### src/rtl/a25_copro_master.sv
// CP15 copro-bus initiator for the Amber 25: issues single MCR/MRC requests in idle core cycles.
// Optional boot-time cache setup writes are enabled by defining A25_COPRO_BOOT_INIT_EN.
module a25_copro_master #(
  parameter logic [31:0] BOOT_CACHEABLE_AREA = 32'h0000_0001,
  parameter logic [2:0]  BOOT_CACHE_CONTROL  = 3'b001
) (
  input  logic        i_clk,
  input  logic        i_rst_n,
  input  logic        i_core_stall,
  input  logic [2:0]  i_core_copro_opcode1,
  input  logic [2:0]  i_core_copro_opcode2,
  input  logic [3:0]  i_core_copro_crn,
  input  logic [3:0]  i_core_copro_crm,
  input  logic [3:0]  i_core_copro_num,
  input  logic [1:0]  i_core_copro_operation,
  input  logic [31:0] i_core_copro_write_data,
  output logic [2:0]  o_copro_opcode1,
  output logic [2:0]  o_copro_opcode2,
  output logic [3:0]  o_copro_crn,
  output logic [3:0]  o_copro_crm,
  output logic [3:0]  o_copro_num,
  output logic [1:0]  o_copro_operation,
  output logic [31:0] o_copro_write_data,
  input  logic [31:0] i_copro_read_data,
  input  logic        i_req_valid,
  output logic        o_req_ready,
  input  logic        i_req_write,
  input  logic [3:0]  i_req_crn,
  input  logic [31:0] i_req_wdata,
  output logic        o_rsp_valid,
  output logic [31:0] o_rsp_rdata,
  output logic        o_busy
);

  localparam logic [1:0] OP_MRC = 2'd1;
  localparam logic [1:0] OP_MCR = 2'd2;

  typedef enum logic [2:0] {
    ST_IDLE,
    ST_ISSUE,
    ST_CAPTURE,
    ST_BOOT_AREA,
    ST_BOOT_CTRL
  } state_t;

`ifdef A25_COPRO_BOOT_INIT_EN
  localparam state_t RESET_STATE = ST_BOOT_AREA;
`else
  localparam state_t RESET_STATE = ST_IDLE;
`endif

  state_t      state_reg, state_next;
  logic        req_write_reg;
  logic [3:0]  req_crn_reg;
  logic [31:0] req_wdata_reg;
  logic        rsp_valid_reg;
  logic [31:0] rsp_rdata_reg;

  logic        grant;
  logic        load_req;
  logic        capture;
  logic        mst_sel;
  logic [3:0]  mst_crn;
  logic [1:0]  mst_op;
  logic [31:0] mst_wdata;

  // The core owns the bus whenever it is stalled or has an operation of its own.
  assign grant = !i_core_stall && (i_core_copro_operation == 2'd0);

  always_comb begin
    state_next = state_reg;
    load_req   = 1'b0;
    capture    = 1'b0;
    mst_sel    = 1'b0;
    mst_crn    = 4'd0;
    mst_op     = 2'd0;
    mst_wdata  = 32'd0;
    case (state_reg)
      ST_IDLE: begin
        if (i_req_valid) begin
          load_req   = 1'b1;
          state_next = ST_ISSUE;
        end
      end
      ST_ISSUE: begin
        if (grant) begin
          mst_sel    = 1'b1;
          mst_crn    = req_crn_reg;
          mst_op     = req_write_reg ? OP_MCR : OP_MRC;
          mst_wdata  = req_write_reg ? req_wdata_reg : 32'd0;
          state_next = ST_CAPTURE;
        end
      end
      ST_CAPTURE: begin
        capture    = 1'b1;
        state_next = ST_IDLE;
      end
      ST_BOOT_AREA: begin
        if (grant) begin
          mst_sel    = 1'b1;
          mst_crn    = 4'd3;
          mst_op     = OP_MCR;
          mst_wdata  = BOOT_CACHEABLE_AREA;
          state_next = ST_BOOT_CTRL;
        end
      end
      ST_BOOT_CTRL: begin
        if (grant) begin
          mst_sel    = 1'b1;
          mst_crn    = 4'd2;
          mst_op     = OP_MCR;
          mst_wdata  = {29'd0, BOOT_CACHE_CONTROL};
          state_next = ST_IDLE;
        end
      end
      default: state_next = ST_IDLE;
    endcase
  end

  always_ff @(posedge i_clk or negedge i_rst_n) begin
    if (!i_rst_n) begin
      state_reg     <= RESET_STATE;
      req_write_reg <= 1'b0;
      req_crn_reg   <= 4'd0;
      req_wdata_reg <= 32'd0;
      rsp_valid_reg <= 1'b0;
      rsp_rdata_reg <= 32'd0;
    end else begin
      state_reg     <= state_next;
      rsp_valid_reg <= capture;
      if (load_req) begin
        req_write_reg <= i_req_write;
        req_crn_reg   <= i_req_crn;
        req_wdata_reg <= i_req_wdata;
      end
      // The coprocessor read register only moves on unstalled edges, so it is safe to sample here.
      if (capture)
        rsp_rdata_reg <= req_write_reg ? 32'd0 : i_copro_read_data;
    end
  end

  assign o_copro_opcode1    = mst_sel ? 3'd0  : i_core_copro_opcode1;
  assign o_copro_opcode2    = mst_sel ? 3'd0  : i_core_copro_opcode2;
  assign o_copro_crn        = mst_sel ? mst_crn : i_core_copro_crn;
  assign o_copro_crm        = mst_sel ? 4'd0  : i_core_copro_crm;
  assign o_copro_num        = mst_sel ? 4'd15 : i_core_copro_num;
  assign o_copro_operation  = mst_sel ? mst_op : i_core_copro_operation;
  assign o_copro_write_data = mst_sel ? mst_wdata : i_core_copro_write_data;

  assign o_req_ready = (state_reg == ST_IDLE);
  assign o_busy      = (state_reg != ST_IDLE);
  assign o_rsp_valid = rsp_valid_reg;
  assign o_rsp_rdata = rsp_rdata_reg;

endmodule

### config.mk
export PLATFORM = sky130hd
export DESIGN_NAME = a25_copro_master
export DESIGN_NICKNAME = d
export VERILOG_FILES = /design/src/rtl/a25_copro_master.sv
export SDC_FILE = /design/constraint.sdc
export NUM_CORES = 1
export LEC_CHECK = 0
export BUFFER_PORTS_ARGS = -buffer_cell sky130_fd_sc_hd__buf_2
export CORE_MARGIN = 5
export CORE_UTILIZATION = 30
export CTS_BUF_LIST = sky130_fd_sc_hd__clkbuf_4 sky130_fd_sc_hd__clkbuf_8
export DETAILED_ROUTE_END_ITERATION = 7
export GPL_ROUTABILITY_DRIVEN = 0
export GPL_TIMING_DRIVEN = 0
export PLACE_DENSITY = 0.68
export SYNTH_ARGS = -nofsm -noshare
export SYNTH_HDL_FRONTEND = slang
export SYNTH_SLANG_ARGS = --single-unit
export TNS_END_PERCENT = 1
### constraint.sdc
create_clock -name i_clk -period 4.7 [get_ports i_clk]
set_input_delay 0.235 -clock i_clk [delete_from_list [all_inputs] [get_ports i_clk]]
set_output_delay 0.235 -clock i_clk [all_outputs]
set_load 0.005 [all_outputs]
==> Yosys cells after proc, flatten, opt, wreduce, memory -nomap -nowiden <==
Index checks and enable logic that the tools add are counted.
{ "word_totals": {"inputBits": 125, "output_inout_bits": 87, "ff_bits": 73} }
{ "op_classes": {"n_reduce_logical": 8, "n_eq_ne": 8, "muxes": 30} }
{ "ops": {"columns": ["op", "count"], "rows": [
  ["2-to-1 mux 32 bit", 4],
  ["one-hot mux 32 bit (2 select lines)", 1],
  ["2-to-1 mux 3 bit", 6],
  ["2-to-1 mux 4 bit", 4],
  ["2-to-1 mux 2 bit", 6],
  ["one-hot mux 3 bit (4 select lines)", 1],
  ["one-hot mux 4 bit (3 select lines)", 1],
  ["!= test 2 bit (second input constant)", 4],
  ["equality test 3 x 2 -> 1 bit (second input constant)", 2],
  ["2-to-1 mux 1 bit", 6],
  ["one-hot mux 2 bit (2 select lines)", 1],
  ["AND reduction 4 bit", 1],
  ["equality test 3 x 1 -> 1 bit (second input constant)", 1],
  ["equality test 3 bit (second input constant)", 1],
  ["zero test 3 bit", 1],
  ["nonzero test 3 bit", 1],
  ["OR reduction 3 bit", 1],
  ["zero test 2 bit", 1],
  ["OR reduction 2 bit", 1],
  ["logical AND 1 bit", 1],
  ["zero test 1 bit", 1]
]} }

==> Depth between registers and ports, before layout <==
{ "logic_depth": {"depth_word": 5, "ltp_mapped": 6} }

==> Worst setup path after synthesis <==
Ideal clock, no wire load.
{ "synth_path": {"kind": "register -> output", "startpoint": "reg state_reg[1]", "endpoint": "out o_copro_crn[1]", "t_required_ns": 4.465, "stages_incl_launch_ff": 7, "n_path_buf": 3, "slack_ns": 2.900, "t_arrival_ns": 1.565, "cell_sequence": "dfrtp_1 buf_2 or3b_1 a21o_1 buf_2 buf_6 a22oi_1"} }
{ "synth_between": {"elab_chain_cells": 4} }
{ "synth_rtl": {"columns": ["item", "line", "text"], "rows": [
  ["start: declaration", "52", "state_t state_reg, state_next;"],
  ["start signal: assignment", "129", "state_reg <= state_next;"],
  ["equality test 3 bit (tied with other cells)", "78", "case (state_reg)"],
  ["OR reduction 3 bit (no source line)", null, null],
  ["2-to-1 mux 1 bit", null, null],
  ["2-to-1 mux 4 bit *", "144", "assign o_copro_crn = mst_sel ? mst_crn : i_core_copro_crn;"],
  ["end: declaration", "19", "output logic [3:0] o_copro_crn,"]
]} }
Mark *: on every way between the ends. The rest lies on a longest branch, timed or not.

==> Final worst setup path <==
{ "layout_path": {"startpoint": "reg state_reg[1]", "endpoint": "out o_copro_write_data[27]"} }
{ "layout_between": {"elab_chain_cells": 4} }
{ "layout_rtl": {"columns": ["item", "line", "text"], "rows": [
  ["equality test 3 bit (tied with other cells)", "78", null],
  ["OR reduction 2 bit (no source line) or OR reduction 3 bit (tied branches)", null, null],
  ["one-hot mux 32 bit (2 select lines) or 2-to-1 mux 1 bit (tied branches)", null, null],
  ["2-to-1 mux 32 bit *", "148", "assign o_copro_write_data = mst_sel ? mst_wdata : i_core_copro_write_data;"],
  ["end: declaration", "23", "output logic [31:0] o_copro_write_data,"]
]} }
Marks and branches as above.

==> results.md <==
- IO Pins: 212
- CTS resizes: 0
- Core ar.: 0.01132 mm^2
- Reg clk slew, reported paths: 80 ps
- Final hold vios: 0
- Post-route setup TNS: 0 ps
- Die area: 0.01372 mm^2
- Met3 Wirelength: 753 um
- Mean Syn Cell Area: 10.86 um^2
- CTS tree: built
- Pwr Density: 511.8 mW/mm^2
- CP endpoint kind: output pin
- N_diodes: 0
- CTS buffer count: 9
- Synth cell types: 31
- Initial Util: 30.42%
- Nets: 666
- Mapped Nets: 442
- Final core occ: 43.68%
- Top-area cell type share of the netlist area: 53.05%
- Total wire length: 10.04 mm
- Number of fill cells: 1139
- DP Cell Count: 672
- # rows: 39
- Largest net degree at the start of global routing: 41
- Post-synthesis instance area: 0.003443 mm^2
- Synth top area cells: dfrtp_1 (53%), mux2_2 (11%), a22o_1 (8.1%), nand2b_1 (6.7%), o21ai_0 (5.2%)
- Fin area: 0.004945 mm^2
- Fin crit period: 2475 ps
- Startpoint Class: flip-flop
- Period utilisation layout: 52.66%
- Critical path type: reg2out
- Gr ovfl total: 0
- Footprint of the multi-input gates: 0.001465 mm^2
- Slew Viols, Final: 0
- DRC Markers: 0
- Sequential-to-total area share from yosys stat: 53.05%
- Via Count: 3194
- Power Total: 2.531 mW
- Launch point of the critical path: state_reg[1]$_DFFE_PN0P_
- Antenna violations before repair: 0
- Peak VDD IR: 0.0002063 V
- Rel. slew slack: 45.19%
- Clk Latency, worst-skew pair: 330 ps
- Worst Skew: 5.644 ps
- Wl on met1: 3.996 mm
- Max cap viols: 0
- Post-route insts no fill: 689
- Port Buffers: 211
- Starting DRT DRC Count: 67
- WHS: 126.1 ps
- Die Ht: 117.1 um
- Die width: 117.1 um
- Final worst slack: 2225 ps
- Hold wc startpoint: i_req_wdata[5]
- Register cell area after layout: 0.001827 mm^2
- DP HPWL: 7.979 mm
- Slew at the pin closest to its max-slew limit: 815.9 ps
- Total Routing Usage GR: 14.20%
- Final setup vio count: 0
- Htree depth: 3
- Count of synthesis-stage warnings from yosys: 0
- Worst EP arrival: 2240 ps
- Largest area contributor in the netlist: dfrtp_1
- DR WL/cell: 14.57 um
- Max Root-Sink Buffers: 2
- Vias per cell: 4.636
- Antenna-violating nets left: 0
- Status: completed
- WL met2: 5.138 mm
- Reg-to-Reg Start: state_reg[1]$_DFFE_PN0P_
- Area delta synth->final: 43.60%
- First-pass GRT wire length: 15.19 mm
- Path category of the worst min-delay check: in2reg
- Share of cells above drive strength 1: 50.92%
- Worst-path maximum fanout: 10
- DR pass1 iterations: 4
- RSZ-0062 raised after global routing: no
- Leakage: 2.547 nW
- Post-Synthesis Cells: 317
- Top layer in use: met4
- Max Clk Rate: 404.1 MHz
- DP Area: 0.004701 mm^2
- WP data required: 4470 ps
- Worst slack, placed: 2446 ps
- CTS root buffer: clkbuf_8
- # clock sinks: 73
- Seq cells post-synth: 73
- Vias in the first global route: 3116
worst max-delay path: stages, from the launching register on:
cell and delay [ps]:
dfrtp_1 360, buf_2 170, or3b_1 410, a21o_1 240, clkbuf_1 290, a22o_1 310
buf_2 120
layer usage:
metal / global-route usage [%] / vias to the layer above
met2: 24.84 / 119
met5: 0 / -
li1: - / 1557
met3: 2.108 / 10
met1: 17.48 / 1508
met4: 5.963 / 0
final timing paths:
check	endpoint	slack, ps	depth (start not counted)
hold reg to reg	o_rsp_rdata[2]$_DFFE_PN0P_	480	2
min in group asynchronous	o_rsp_rdata[14]$_DFFE_PN0P_	380	2
setup reg to reg	req_wdata_reg[19]$_DFFE_PN0P_	2820	6
max in group asynchronous	req_wdata_reg[7]$_DFFE_PN0P_	3760	3
setup / recovery	o_copro_write_data[27]	2230	6
hold / removal	req_wdata_reg[5]$_DFFE_PN0P_	130	2
layout by cell type, fill, tap and decap left out, types with 11 or more instances in the layout:
master / count
buf_2: 217
a22o_1: 32
o21ai_0: 36
clkbuf_1: 14
nand2b_1: 37
dfrtp_1: 73
and2_1: 11
clkbuf_8: 11
nand2_1: 32
mux2_2: 35
cells in the mapped netlist (all sizes together):
| cell type | instances |
|---|---|
| mux2 | 35 |
| clkbuf | 14 |
| o31ai | 1 |
| nor2 | 6 |
| and2 | 11 |
| a221oi | 1 |
| dfrtp | 73 |
| or3 | 1 |
| nand2b | 37 |
| a31o | 1 |
| nor2b | 1 |
| nand4 | 1 |
| or3b | 2 |
| nor3 | 2 |
| and4 | 1 |
| a32o | 1 |
| a22oi | 3 |
| a21o | 2 |
| nand2 | 32 |
| o21ai | 36 |
| xnor2 | 1 |
| inv | 6 |
| nand3 | 3 |
| and3 | 1 |
| a21oi | 1 |
| buf | 12 |
| a22o | 32 |
kinds of logic after synthesis:
logic type             count (synthesis)  synth area share [%]
flip-flops                            73                 53.05
AND/OR/NAND/NOR                       98                 15.23
XOR/XNOR                               1                0.2544
multiplexers                          35                 11.45
buffers and inverters                 32                 4.397
AO/OA/AOI/OAI                         78                 15.62
cell type report:
| type | instances | share of cell area, % |
|---|---|---|
| clock inverters | 2 | 1.215 |
| plain buffers | 26 | 2.606 |
| inverters | 6 | 0.4555 |
| clock buffers | 14 | 3.517 |
| repair buffers | 213 | 22.01 |
| flip-flops and latches | 73 | 36.94 |
| multi-input cells | 212 | 29.63 |
| well taps | 143 | 3.618 |
where the power goes:
part / total (mW) / internal, mW / switching (mW)
sequential: 1.05 / 0.912 / 0.142
combinational: 0.909 / 0.487 / 0.422
clock: 0.567 / 0.347 / 0.221
total: 2.53 / 1.75 / 0.785
what timing repair did:
item                                   in CTS  in global routing
setup endpoints to repair                   0                  0
setup buffers                               0                  0
endpoints found under the hold margin      33                  0
hold buffers                                1                  0
(Power assumes the default switching activity.)
